### config.mk
export PLATFORM = sky130hd
export DESIGN_NAME = servo_pwm_decoder
export DESIGN_NICKNAME = d
export VERILOG_FILES = /design/src/rtl/servo_pwm_decoder_pkg.sv /design/src/rtl/servo_pwm_decoder_div_seq.sv /design/src/rtl/servo_pwm_decoder.sv
export SDC_FILE = /design/constraint.sdc
export NUM_CORES = 1
export LEC_CHECK = 0
export BUFFER_PORTS_ARGS = -buffer_cell sky130_fd_sc_hd__buf_2
export CAP_MARGIN = 0
export CORE_UTILIZATION = 54
export CTS_BUF_LIST = sky130_fd_sc_hd__clkbuf_4
export DETAILED_ROUTE_END_ITERATION = 8
export MAX_ROUTING_LAYER = met4
export PLACE_DENSITY = 0.71
export SKIP_CTS_REPAIR_TIMING = 1
export SYNTH_ARGS = -nofsm -noshare
export SYNTH_HDL_FRONTEND = slang
export SYNTH_SLANG_ARGS = --single-unit
export TNS_END_PERCENT = 30
### constraint.sdc
create_clock -name clk -period 20.3 [get_ports clk]
set_input_delay 2.03 -clock clk [delete_from_list [all_inputs] [get_ports clk]]
set_output_delay 2.03 -clock clk [all_outputs]
set_load 0.01 [all_outputs]
### src/rtl/servo_pwm_decoder_pkg.sv
`default_nettype none
// ============================================================================
// servo_pkg : shared constants, FSM encoding and width type for servo_pwm_decoder
// Rev 1.0
// ============================================================================
package servo_pkg;

  localparam int CLK_HZ      = 50_000_000;
  localparam int SERVO_MIN_W = 20_000;
  localparam int SERVO_MAX_W = 120_000;
  localparam int ANGLE_MAX   = 180;

  localparam int WIDTH_W = 20;
  localparam int NUM_W   = 28;
  localparam int DEN_W   = 17;

  typedef logic [WIDTH_W-1:0] width_t;

  typedef enum logic [2:0] {
    ARM       = 3'd0,
    WAIT_RISE = 3'd1,
    HIGH      = 3'd2,
    CHECK     = 3'd3,
    CALC      = 3'd4
  } state_e;

endpackage
`default_nettype wire

### src/rtl/servo_pwm_decoder_div_seq.sv
`default_nettype none
// ============================================================================
// servo_div_seq : sequential restoring divider, one quotient bit per cycle,
// start/done handshake. Rev 1.0
// ============================================================================
module servo_div_seq #(
  parameter int NUM_W = 28,
  parameter int DEN_W = 17
) (
  input  logic             clk,
  input  logic             rst,
  input  logic             start_i,
  input  logic [NUM_W-1:0] num_i,
  input  logic [DEN_W-1:0] den_i,
  output logic [NUM_W-1:0] quo_o,
  output logic             busy_o,
  output logic             done_o
);

  localparam int CNT_W = $clog2(NUM_W) + 1;

  logic [DEN_W-1:0] rem_q, rem_d;
  logic [NUM_W-1:0] quo_q, quo_d;
  logic [DEN_W-1:0] den_q, den_d;
  logic [CNT_W-1:0] cnt_q, cnt_d;
  logic             busy_q, busy_d;
  logic             done_q, done_d;

  logic [DEN_W-1:0] src_rem, src_den, step_rem;
  logic [NUM_W-1:0] src_quo, step_quo;
  logic [DEN_W:0]   shifted;
  logic             step_bit;

  // The first iteration runs in the start cycle, so NUM_W bits finish
  // NUM_W edges after start is sampled.
  always_comb begin
    src_rem = start_i ? '0 : rem_q;
    src_quo = start_i ? num_i : quo_q;
    src_den = start_i ? den_i : den_q;

    shifted = {src_rem, src_quo[NUM_W-1]};
    if (shifted >= {1'b0, src_den}) begin
      step_rem = DEN_W'(shifted - {1'b0, src_den});
      step_bit = 1'b1;
    end else begin
      step_rem = shifted[DEN_W-1:0];
      step_bit = 1'b0;
    end
    step_quo = {src_quo[NUM_W-2:0], step_bit};

    rem_d  = rem_q;
    quo_d  = quo_q;
    den_d  = den_q;
    cnt_d  = cnt_q;
    busy_d = busy_q;
    done_d = 1'b0;

    if (start_i) begin
      rem_d  = step_rem;
      quo_d  = step_quo;
      den_d  = den_i;
      cnt_d  = CNT_W'(1);
      busy_d = 1'b1;
    end else if (busy_q) begin
      rem_d = step_rem;
      quo_d = step_quo;
      cnt_d = cnt_q + 1'b1;
      if (cnt_q == CNT_W'(NUM_W - 1)) begin
        busy_d = 1'b0;
        done_d = 1'b1;
      end
    end
  end

  always_ff @(posedge clk) begin
    if (rst) begin
      rem_q  <= '0;
      quo_q  <= '0;
      den_q  <= '0;
      cnt_q  <= '0;
      busy_q <= 1'b0;
      done_q <= 1'b0;
    end else begin
      rem_q  <= rem_d;
      quo_q  <= quo_d;
      den_q  <= den_d;
      cnt_q  <= cnt_d;
      busy_q <= busy_d;
      done_q <= done_d;
    end
  end

  assign quo_o  = quo_q;
  assign busy_o = busy_q;
  assign done_o = done_q;

endmodule
`default_nettype wire

### src/rtl/servo_pwm_decoder.sv
`default_nettype none
// ============================================================================
// servo_pwm_decoder : measures servo PWM high pulses and converts them to 0..180
// degrees; optional SERVO_GLITCH_FILTER_EN debounces the line. Rev 1.0
// ============================================================================
module servo_pwm_decoder
  import servo_pkg::*;
#(
  parameter int MIN_WIDTH   = SERVO_MIN_W,
  parameter int MAX_WIDTH   = SERVO_MAX_W,
  parameter int LOST_CYCLES = 2_000_000,
  parameter int FILT_LEN    = 4
) (
  input  logic         clk,
  input  logic         rst,
  input  logic         pwm_in,
  output width_t       width_o,
  output logic [7:0]   angle_o,
  output logic         valid_o,
  output logic         err_range_o,
  output logic         signal_lost_o,
  output logic         busy_o
);

  localparam int LOST_W = $clog2(LOST_CYCLES + 1);
`ifdef SERVO_GLITCH_FILTER_EN
  localparam int FILT_W       = $clog2(FILT_LEN) + 1;
  localparam int PRIME_CYCLES = 3 + FILT_LEN;
`else
  localparam int PRIME_CYCLES = 2;
`endif
  localparam int PRIME_W = $clog2(PRIME_CYCLES + 1);

  if (FILT_LEN < 1) begin : g_filt_len_check
    $error("FILT_LEN must be at least 1");
  end
  if (MIN_WIDTH >= MAX_WIDTH) begin : g_range_check
    $error("MIN_WIDTH must be below MAX_WIDTH");
  end

  logic               sync1_q, sync1_d, sync2_q, sync2_d, s_prev_q, s_prev_d;
  logic [PRIME_W-1:0] prime_q, prime_d;
  state_e             state_q, state_d;
  width_t             cnt_q, cnt_d, cap_q, cap_d, width_q, width_d;
  logic [7:0]         angle_q, angle_d;
  logic               valid_q, valid_d, err_q, err_d, lost_q, lost_d, busy_q, busy_d;
  logic [LOST_W-1:0]  lost_cnt_q, lost_cnt_d;

  logic               s, rise, fall, primed, lost_hit, div_start;
  logic [NUM_W-1:0]   div_num, div_quo;
  logic [DEN_W-1:0]   div_den;
  logic               div_busy, div_done;

`ifdef SERVO_GLITCH_FILTER_EN
  logic               filt_q, filt_d;
  logic [FILT_W-1:0]  filt_cnt_q, filt_cnt_d;

  always_comb begin
    filt_d     = filt_q;
    filt_cnt_d = '0;
    if (sync2_q != filt_q) begin
      if (filt_cnt_q == FILT_W'(FILT_LEN - 1)) filt_d = sync2_q;
      else                                     filt_cnt_d = filt_cnt_q + 1'b1;
    end
  end
  assign s = filt_q;
`else
  assign s = sync2_q;
`endif

  // Synchronizer flops reset low, so s reads low before the pin has really
  // been sampled; ARM waits until the pipeline is primed before trusting it.
  assign primed   = (prime_q == PRIME_W'(PRIME_CYCLES));
  assign rise     = s & ~s_prev_q;
  assign fall     = ~s & s_prev_q;
  assign lost_hit = ~rise & (lost_cnt_q == LOST_W'(LOST_CYCLES - 1));
  assign div_num  = NUM_W'(cap_q - WIDTH_W'(MIN_WIDTH)) * NUM_W'(ANGLE_MAX);
  assign div_den  = DEN_W'(MAX_WIDTH - MIN_WIDTH);

  always_comb begin
    sync1_d    = pwm_in;
    sync2_d    = sync1_q;
    s_prev_d   = s;
    prime_d    = primed ? prime_q : prime_q + 1'b1;
    state_d    = state_q;
    cnt_d      = cnt_q;
    cap_d      = cap_q;
    width_d    = width_q;
    angle_d    = angle_q;
    valid_d    = 1'b0;
    err_d      = 1'b0;
    lost_d     = lost_q;
    div_start  = 1'b0;

    if (rise)                                      lost_cnt_d = '0;
    else if (lost_cnt_q != LOST_W'(LOST_CYCLES))   lost_cnt_d = lost_cnt_q + 1'b1;
    else                                           lost_cnt_d = lost_cnt_q;

    case (state_q)
      ARM: if (primed && !s) state_d = WAIT_RISE;
      WAIT_RISE: begin
        if (rise) begin
          cnt_d   = WIDTH_W'(1);
          state_d = HIGH;
        end
      end
      HIGH: begin
        if (fall) begin
          cap_d   = cnt_q;
          state_d = CHECK;
        end else if (cnt_q != '1) begin
          cnt_d = cnt_q + 1'b1;
        end
      end
      CHECK: begin
        if (cap_q < WIDTH_W'(MIN_WIDTH) || cap_q > WIDTH_W'(MAX_WIDTH)) begin
          err_d   = 1'b1;
          state_d = WAIT_RISE;
        end else begin
          div_start = 1'b1;
          state_d   = CALC;
        end
      end
      CALC: begin
        if (div_done) begin
          width_d = cap_q;
          // In-range widths never exceed ANGLE_MAX; the clamp just keeps all
          // quotient bits meaningful.
          angle_d = (div_quo > NUM_W'(ANGLE_MAX)) ? 8'(ANGLE_MAX) : div_quo[7:0];
          valid_d = 1'b1;
          lost_d  = 1'b0;
          state_d = WAIT_RISE;
        end else if (!div_busy) begin
          state_d = WAIT_RISE;
        end
      end
      default: state_d = ARM;
    endcase

    if (lost_hit) begin
      lost_d  = 1'b1;
      state_d = ARM;
    end

    busy_d = (state_d == CALC);
  end

  always_ff @(posedge clk) begin
    if (rst) begin
      sync1_q    <= 1'b0;
      sync2_q    <= 1'b0;
      s_prev_q   <= 1'b0;
      prime_q    <= '0;
      state_q    <= ARM;
      cnt_q      <= '0;
      cap_q      <= '0;
      width_q    <= '0;
      angle_q    <= '0;
      valid_q    <= 1'b0;
      err_q      <= 1'b0;
      lost_q     <= 1'b0;
      busy_q     <= 1'b0;
      lost_cnt_q <= '0;
`ifdef SERVO_GLITCH_FILTER_EN
      filt_q     <= 1'b0;
      filt_cnt_q <= '0;
`endif
    end else begin
      sync1_q    <= sync1_d;
      sync2_q    <= sync2_d;
      s_prev_q   <= s_prev_d;
      prime_q    <= prime_d;
      state_q    <= state_d;
      cnt_q      <= cnt_d;
      cap_q      <= cap_d;
      width_q    <= width_d;
      angle_q    <= angle_d;
      valid_q    <= valid_d;
      err_q      <= err_d;
      lost_q     <= lost_d;
      busy_q     <= busy_d;
      lost_cnt_q <= lost_cnt_d;
`ifdef SERVO_GLITCH_FILTER_EN
      filt_q     <= filt_d;
      filt_cnt_q <= filt_cnt_d;
`endif
    end
  end

  servo_div_seq #(
    .NUM_W (NUM_W),
    .DEN_W (DEN_W)
  ) u_div (
    .clk     (clk),
    .rst     (rst),
    .start_i (div_start),
    .num_i   (div_num),
    .den_i   (div_den),
    .quo_o   (div_quo),
    .busy_o  (div_busy),
    .done_o  (div_done)
  );

  assign width_o       = width_q;
  assign angle_o       = angle_q;
  assign valid_o       = valid_q;
  assign err_range_o   = err_q;
  assign signal_lost_o = lost_q;
  assign busy_o        = busy_q;

endmodule
`default_nettype wire

==> results of run 1 <==
[metal layers]
layer	global-route usage, %	routed length, um
met1	31.51	11230
met2	37.13	10080
met3	3.264	721
met4	6.282	240
met5	-	0
[worst max-delay path by stage]
stage,from,end,slack (ps),cells past startpoint
2_1_floorplan,cap_q[7]$_SDFFE_PP0P_,u_div.rem_q[2]$_SDFFE_PP0P_,13530,31
3_3_place_gp,cap_q[5]$_SDFFE_PP0P_,u_div.rem_q[0]$_SDFFE_PP0P_,13040,30
3_5_place_dp,cap_q[5]$_SDFFE_PP0P_,u_div.rem_q[0]$_SDFFE_PP0P_,12830,30
4_1_cts,cap_q[6]$_SDFFE_PP0P_,u_div.rem_q[0]$_SDFFE_PP0P_,12780,30
5_1_grt,cap_q[7]$_SDFFE_PP0P_,u_div.rem_q[0]$_SDFFE_PP0P_,12100,30
6_report,cap_q[5]$_SDFFE_PP0P_,u_div.rem_q[0]$_SDFFE_PP0P_,12780,30
[metrics by stage]
stage	power [mW]	util (%)	hold slack, ps	setup slack [ps]
after detailed placement	0.3820	57.39	431.4	12830
after global placement	0.3811	57.39	418.7	13040
final	0.5871	59.03	460.2	12780
after floorplan	0.3761	-	413.8	13530
after CTS	0.5931	59.02	460.6	12780
after global routing	0.6118	59.03	474.0	12100
[flip-flops by register name (all words and copies together) (netlist names), 2 cells and up]
register,flops
u_div.quo_o,28
state_q,3
cap_q,20
angle_o,8
u_div.den_q,17
u_div.rem_q,17
lost_cnt_q,21
prime_q,2
u_div.cnt_q,6
cnt_q,20
width_o,20
[cells in the final DEF, fill, tap and decap left out, types with 4 or more instances in the layout]
master    instances
dfxtp_1         170
nand2_1         146
nor2_1          133
inv_1           110
a21oi_1         108
ha_1             76
xnor2_1          46
o21ai_0          44
xor2_1           38
nor3_1           37
and2_1           34
buf_2            33
a211oi_1         32
fa_1             32
nand3_1          25
mux2i_1          24
nor2b_1          17
clkbuf_4         17
or3_1            16
nand4_1          13
a21o_1           13
and3_1           12
nor4_1            9
nand2b_1          8
a31oi_1           8
a221oi_1          7
inv_6             7
a22oi_1           6
buf_4             6
nand3b_1          4
o211ai_1          4
o21bai_1          4
nor4b_1           4
and4_1            4
[cell type report]
class                           instances  area [um^2]
Antenna cell                            1        2.502
Sequential cell                       171         3425
Multi-Input combinational cell        959         6543
Inverter                              110        412.9
Tap cell                              260        325.3
Clock buffer                           17        127.6
Fill cell                            1817         7791
Clock inverter                         15        181.4
Timing Repair Buffer                   39        210.2
[critical path, delay by kind of cell (launching register included)]
family	cells	cell delay (ps)
adders and majority gates	6	2310
buffers and inverters	3	140
AOI/OAI and AO/OA	9	2220
and+or+nand+nor	10	1890
DFF	1	380
xor gates and xnor gates	2	400
[power by group through the flow]
stage / clock network [mW] / registers (mW) / logic (mW)
after global placement: 0 / 0.352 / 0.0287
after CTS: 0.218 / 0.345 / 0.0297
after global routing: 0.231 / 0.346 / 0.0346
after detailed placement: 0 / 0.352 / 0.0296
after floorplan: 0 / 0.351 / 0.0247
final: 0.212 / 0.345 / 0.0296
[cell families (layout without fill, tap and decap cells)]
group	after synthesis	in the layout	share of synthesized area [%]
other	0	1	0
AOI/OAI and AO/OA	259	259	15.34
buffers and inverters	168	181	6.294
xor gates and xnor gates	84	84	6.918
muxes	25	25	2.365
adders and majority gates	109	109	15.06
DFF	171	171	32.19
and+or+nand+nor	482	482	21.84
==> qor.txt, run 1 <==
STATUS
----------------------------------------------------------------------------------------------------
Result of the run                                                                       complete, no violations

LOGIC SYNTHESIS
----------------------------------------------------------------------------------------------------
Post-synthesis sequential element count                                                          171
Sequential share of the synthesized area                                                      32.19%
Number of enable flip-flop cells after synthesis                                                   0
Synth top area cells                                                                    dfxtp_1 32%, ha_1 8.9%, fa_1 6.0%
Synth async-reset ratio                                                                           0%
Net count of the mapped netlist                                                                1,409
Dominant cell by count in the synthesized netlist                                            dfxtp_1
Number of warning messages in the yosys log                                                        0
Area leader, netlist                                                                         dfxtp_1
Mapped Avg Cell Area                                                                      8.194 um^2
Synthesized area                                                                         10,640 um^2
Post-Syn Instances                                                                             1,298
Distinct cell type count after synthesis                                                          73
Area fraction of the dominant cell type after synthesis                                       32.19%
Synth Flop Type                                                                              dfxtp_1
Commonest cells in the synthesized netlist                                              171 x dfxtp_1, 146 x nand2_1, 133 x nor2_1

PLACED DESIGN
----------------------------------------------------------------------------------------------------
Placer congestion estimate                                                                    0.8790
HPWL reported at the end of detailed placement                                             15,920 um
Placement Cell Area                                                                      10,920 um^2
Cell total after placement                                                                     1,539
Number of buffer cells added on primary ports                                                     34

SETUP PATH
----------------------------------------------------------------------------------------------------
Cell type of the slowest stage on the worst timing path                                         fa_1
Setup slack, reg-to-reg                                                                    12,780 ps
Maximum cell stage delay along the critical path                                              550 ps
Startpoint of the lowest-slack register-to-register path                                cap_q[5]$_SDFFE_PP0P_
Worst endpoint data arrival time                                                             7960 ps
Largest fanout on the critical path                                                               23
Critical path required time                                                                20,740 ps
Category of the critical setup timing path                                              flop to flop
Sort of element at the start of the critical path                                               flop
Worst-case reg-to-reg path depth                                                                  30
Worst reg2reg endpoint                                                                  u_div.rem_q[0]$_SDFFE_PP0P_
Worst Setup End Kind                                                                            flop

TIMING
----------------------------------------------------------------------------------------------------
Period Utilization, post-route                                                                37.05%
Transition time at the pin with the least slew margin                                        1105 ps
Final Hold Vio Count                                                                               0
Number of setup violations in the final report                                                     0
Skew final                                                                                  30.35 ps
Minimum period implied by the final worst setup slack                                        7521 ps
Max-slew violation count                                                                           0
Headroom to the max-slew limit                                                                26.36%
Fmax                                                                                      0.1330 GHz
Setup TNS Final                                                                                 0 ps
RSZ-0062 raised after global routing                                                           false

HOLD PATH
----------------------------------------------------------------------------------------------------
Hold-critical path depth                                                                           2
Class of the tightest hold or removal check                                             flop to flop
Worst Hold Endpoint                                                                     width_o[11]$_SDFFE_PP0P_
Hold Crit Start                                                                         width_o[11]$_SDFFE_PP0P_

FLOORPLANNING
----------------------------------------------------------------------------------------------------
Count of boundary I/O pins                                                                        35
Die extent in y                                                                             142.3 um
Std cell rows                                                                                     50
Floorplan die area                                                                       20,260 um^2
Die X                                                                                       142.3 um
Starting utilization of the core area                                                         55.92%
Placeable core region                                                                    19,020 um^2

PWR
----------------------------------------------------------------------------------------------------
Cell Int Power                                                                             0.4293 mW
Worst VDD drop                                                                              49.06 uV
Clock network fraction of total power                                                          36.1%
Sequential cell fraction of total power                                                        58.8%
Total net switching power                                                                  0.1579 mW
Combinational share of power                                                                    5.0%
Net switching fraction of the power                                                           26.89%
Areal power density over the cells                                                      52.30 nW/um^2
Leakage power figure                                                                        4.577 nW

DETAILED ROUTING
----------------------------------------------------------------------------------------------------
Routed via count divided by cell count                                                         5.442
Vias after detailed routing                                                                    8,555
Remaining design rule violation count                                                              0
Detail Route Antenna Nets                                                                          0
Routed WL per cell                                                                          14.17 um
Number of DRC violations after detailed-routing iteration 0                                      457
DR pass1 iterations                                                                                5
Final WL                                                                                   22,280 um

CLOCK NETWORK
----------------------------------------------------------------------------------------------------
Deepest clock path buffer count                                                                    2
Clock tree from TritonCTS                                                                      built
Total clock sinks                                                                                171
H-tree level count                                                                                 4
Insertion delay of the later-clocked pin in the worst-skew pair                               590 ps
CTS Buf Count                                                                                     17
Clock-pin slew reported for the worst setup and hold paths after clock tree synthesis         160 ps
Root buffer cell                                                                            clkbuf_4

GLOBAL ROUTING
----------------------------------------------------------------------------------------------------
Antenna violations before repair                                                                   1
Global-route wire length before repair                                                     37,090 um
Global route total overflow                                                                        0
Global-route total usage across every layer                                                   23.49%
Maximum number of pins on one net before global-route repair                                     101
Number of global-route vias before repair                                                      7,846

FINAL LAYOUT
----------------------------------------------------------------------------------------------------
Final Net Count                                                                                1,409
Non-filler cells in the finished layout                                                        1,572
Signed area change from the synthesized netlist to the final layout                           5.565%
Fraction of final layout cells with drive strength greater than 1                             6.712%
Post-route design area                                                                   11,230 um^2

RUN
----------------------------------------------------------------------------------------------------
Max-cap violations                                                                                 0

Note: power is estimated with default switching activity, not from simulation.
==> run 2: changes to the inputs <==
--- a/config.mk
+++ b/config.mk
@@ -5,6 +5,7 @@
 export SDC_FILE = /design/constraint.sdc
 export NUM_CORES = 1
 export LEC_CHECK = 0
+export ABC_AREA = 1
 export BUFFER_PORTS_ARGS = -buffer_cell sky130_fd_sc_hd__buf_2
 export CAP_MARGIN = 0
 export CORE_UTILIZATION = 54
==> constraint.sdc (replaced) <==
create_clock -name clk -period 7.3 [get_ports clk]
set_input_delay 0.73 -clock clk [delete_from_list [all_inputs] [get_ports clk]]
set_output_delay 0.73 -clock clk [all_outputs]
set_load 0.01 [all_outputs]
==> run 2 against run 1 <==
Effect of this change:
- clock-buffer cell count is the same
- sequential share of layout area shrank 2.2 points
- worst hold slack worse by 140 ps
- first-iteration DRC count grew 11%
- clock power increased to 2.6 times the previous value
- highest routed layer unchanged
- fmax grew 15%
- global-route usage up 3.8 points
- synthesized cell count increased by 30%
==> qor.txt, run 2 <==
TIMING
----------------------------------------------------------------------------------------------------
Final Hold Vio Count                                                                               0
Period Utilization, post-route                                                                89.40%
Max-slew violation count                                                                           0
RSZ-0062 raised after global routing                                                           false
Fmax                                                                                      0.1532 GHz
Number of setup violations in the final report                                                     0
Worst path setup slack after routing                                                        774.1 ps
Transition time at the pin with the least slew margin                                        1103 ps
Headroom to the max-slew limit                                                                26.34%
Skew final                                                                                  44.19 ps
Minimum period implied by the final worst setup slack                                        6526 ps
Setup TNS Final                                                                                 0 ps

PWR
----------------------------------------------------------------------------------------------------
Clock network fraction of total power                                                          32.1%
Sequential cell fraction of total power                                                        56.4%
Total net switching power                                                                  0.5097 mW
Worst VDD drop                                                                              111.6 uV
Net switching fraction of the power                                                           30.07%
Leakage power figure                                                                        5.902 nW
Areal power density over the cells                                                      140.3 nW/um^2
Combinational share of power                                                                   11.5%
Cell Int Power                                                                              1.185 mW

LOGIC SYNTHESIS
----------------------------------------------------------------------------------------------------
Synth async-reset ratio                                                                           0%
Post-Syn Instances                                                                             1,686
Net count of the mapped netlist                                                                1,797
Synth top area cells                                                                    dfxtp_1 30%, nand2_1 12%, inv_1 9.0%
Mapped Avg Cell Area                                                                      6.832 um^2
Synthesized area                                                                         11,520 um^2
Dominant cell by count in the synthesized netlist                                            nand2_1
Sequential share of the synthesized area                                                      29.72%
Number of enable flip-flop cells after synthesis                                                   0
Distinct cell type count after synthesis                                                          44
Area fraction of the dominant cell type after synthesis                                       29.72%
Area leader, netlist                                                                         dfxtp_1
Synth Flop Type                                                                              dfxtp_1
Number of warning messages in the yosys log                                                        0
Commonest cells in the synthesized netlist                                              354 x nand2_1, 277 x inv_1, 171 x dfxtp_1
Post-synthesis sequential element count                                                          171

PLACED DESIGN
----------------------------------------------------------------------------------------------------
Placer congestion estimate                                                                    0.9095
Number of buffer cells added on primary ports                                                     34
Pre-CTS setup slack                                                                         844.0 ps
HPWL reported at the end of detailed placement                                             20,770 um

FINAL LAYOUT
----------------------------------------------------------------------------------------------------
Most common library cell in the layout ignoring fill and taps                                nand2_1
Largest register FFs                                                                              28
Most frequent cells in the layout                                                       354 x nand2_1, 276 x inv_1, 171 x dfxtp_1
Final Net Count                                                                                1,802
Signed area change from the synthesized netlist to the final layout                           4.867%
Fraction of final layout cells with drive strength greater than 1                             5.872%

FLOORPLANNING
----------------------------------------------------------------------------------------------------
Std cell rows                                                                                     53
Floorplan die area                                                                       21,920 um^2
Die X                                                                                       148.1 um
Die extent in y                                                                             148.1 um
Starting utilization of the core area                                                         54.97%
Count of boundary I/O pins                                                                        35
Placeable core region                                                                    20,960 um^2

GLOBAL ROUTING
----------------------------------------------------------------------------------------------------
Global-route wire length before repair                                                     47,320 um
Antenna violations before repair                                                                   1
Global route total overflow                                                                        0
Global-route total usage across every layer                                                   27.26%
Maximum number of pins on one net before global-route repair                                      78
Number of global-route vias before repair                                                     10,120

DETAILED ROUTING
----------------------------------------------------------------------------------------------------
Detail Route Antenna Nets                                                                          0
DR pass1 iterations                                                                                6
Routed WL per cell                                                                          13.87 um
Remaining design rule violation count                                                              0
Routed via count divided by cell count                                                         5.284
Vias after detailed routing                                                                   10,460
Number of DRC violations after detailed-routing iteration 0                                      509
Final WL                                                                                   27,450 um

SETUP PATH
----------------------------------------------------------------------------------------------------
Sort of element at the start of the critical path                                               flop
Cell type of the slowest stage on the worst timing path                                         fa_1
Worst Setup End Kind                                                                            flop
Critical path required time                                                                  7780 ps
Largest fanout on the critical path                                                               18
Maximum cell stage delay along the critical path                                              540 ps
Category of the critical setup timing path                                              flop to flop
Setup slack, reg-to-reg                                                                       770 ps
Most frequent cell on the critical path                                                      nand2_1
Worst endpoint data arrival time                                                             7000 ps

STATUS
----------------------------------------------------------------------------------------------------
Result of the run                                                                       complete, no violations

RUN
----------------------------------------------------------------------------------------------------
Max-cap violations                                                                                 0

CLOCK NETWORK
----------------------------------------------------------------------------------------------------
Clock tree from TritonCTS                                                                      built
Total clock sinks                                                                                171
Deepest clock path buffer count                                                                    2
Clock-pin slew reported for the worst setup and hold paths after clock tree synthesis         140 ps
Insertion delay of the later-clocked pin in the worst-skew pair                               600 ps
Root buffer cell                                                                            clkbuf_4
CTS Buf Count                                                                                     17
H-tree level count                                                                                 4

HOLD PATH
----------------------------------------------------------------------------------------------------
Class of the tightest hold or removal check                                             primary input to flop

==> run 2: cell types whose count changed in the layout (fill, tap and decap cells not counted), sizes merged, moves of 25 or more <==
cell,delta
nand2,+213
inv,+171
and2,-33
nand3,+78
o21ai,+75
a211oi,-28
xnor2,-25
a21oi,+36
==> run 2: layout make-up <==
cell class | count | area, um^2
diodes | 1 | 2.502
clock buffers | 17 | 127.6
fillers | 2109 | 8876
multi-input cells | 1178 | 6770
inverters | 285 | 1070
clock inverters | 14 | 141.4
well taps | 275 | 344.1
flip-flops and latches | 171 | 3423
repair buffers | 38 | 200.2
==> run 2: final timing paths <==
kind | start | endpoint | cells past startpoint
max | cap_q[5]$_SDFFE_PP0P_ | u_div.rem_q[9]$_SDFFE_PP0P_ | 38
max reg2reg | cap_q[5]$_SDFFE_PP0P_ | u_div.rem_q[9]$_SDFFE_PP0P_ | 38
min | pwm_in | sync1_q$_SDFF_PP0_ | 3
min reg2reg | u_div.den_q[13]$_SDFF_PP0_ | u_div.den_q[13]$_SDFF_PP0_ | 2
==> run 2: kinds of logic after synthesis <==
logic type                 count (synthesis)  share of synthesized area [%]
and+or+nand+nor                          717                          27.12
buffers and inverters                    337                          11.53
AOI/OAI and AO/OA                        294                          13.31
DFF                                      171                          29.72
adders and majority gates                108                          13.82
xor gates and xnor gates                  57                          4.334
muxes                                      2                         0.1738
==> run 2: power by group through the flow <==
| stage | clock network (mW) | registers, mW | logic, mW |
|---|---|---|---|
| floorplan | 0 | 0.971 | 0.158 |
| global placement | 0 | 0.976 | 0.191 |
| detailed placement | 0 | 0.976 | 0.193 |
| CTS | 0.556 | 0.956 | 0.194 |
| global route | 0.588 | 0.959 | 0.223 |
| finish | 0.544 | 0.956 | 0.195 |
==> run 2: metrics by stage <==
stage	area, um^2	std cells	power [mW]	utilization (%)	hold slack (ps)
3_3_place_gp	11810	1947	1.166	56.35	436.4
3_5_place_dp	11810	1947	1.169	56.35	445.6
5_1_grt	12080	1979	1.769	57.64	312.7
2_1_floorplan	11520	1686	1.129	-	388.3
6_report	12080	1979	1.695	57.64	323.8
4_1_cts	12080	1978	1.706	57.63	294.5
==> run 2: layer usage <==
metal / global-route usage [%] / share of wire (%) / up-vias
met5: - / 0 / -
met4: 8.660 / 1.9 / 0
met3: 2.853 / 3.1 / 44
met2: 46.20 / 48 / 196
met1: 34.05 / 47 / 4797
li1: - / - / 5420
==> run 2: critical path: cells and delay by family, from the launching register on <==
| family | cells | cell delay (ps) |
|---|---|---|
| and+or+nand+nor | 19 | 2260 |
| AOI/OAI and AO/OA | 5 | 970 |
| adders and majority gates | 7 | 2350 |
| buffers and inverters | 7 | 510 |
| DFF | 1 | 330 |
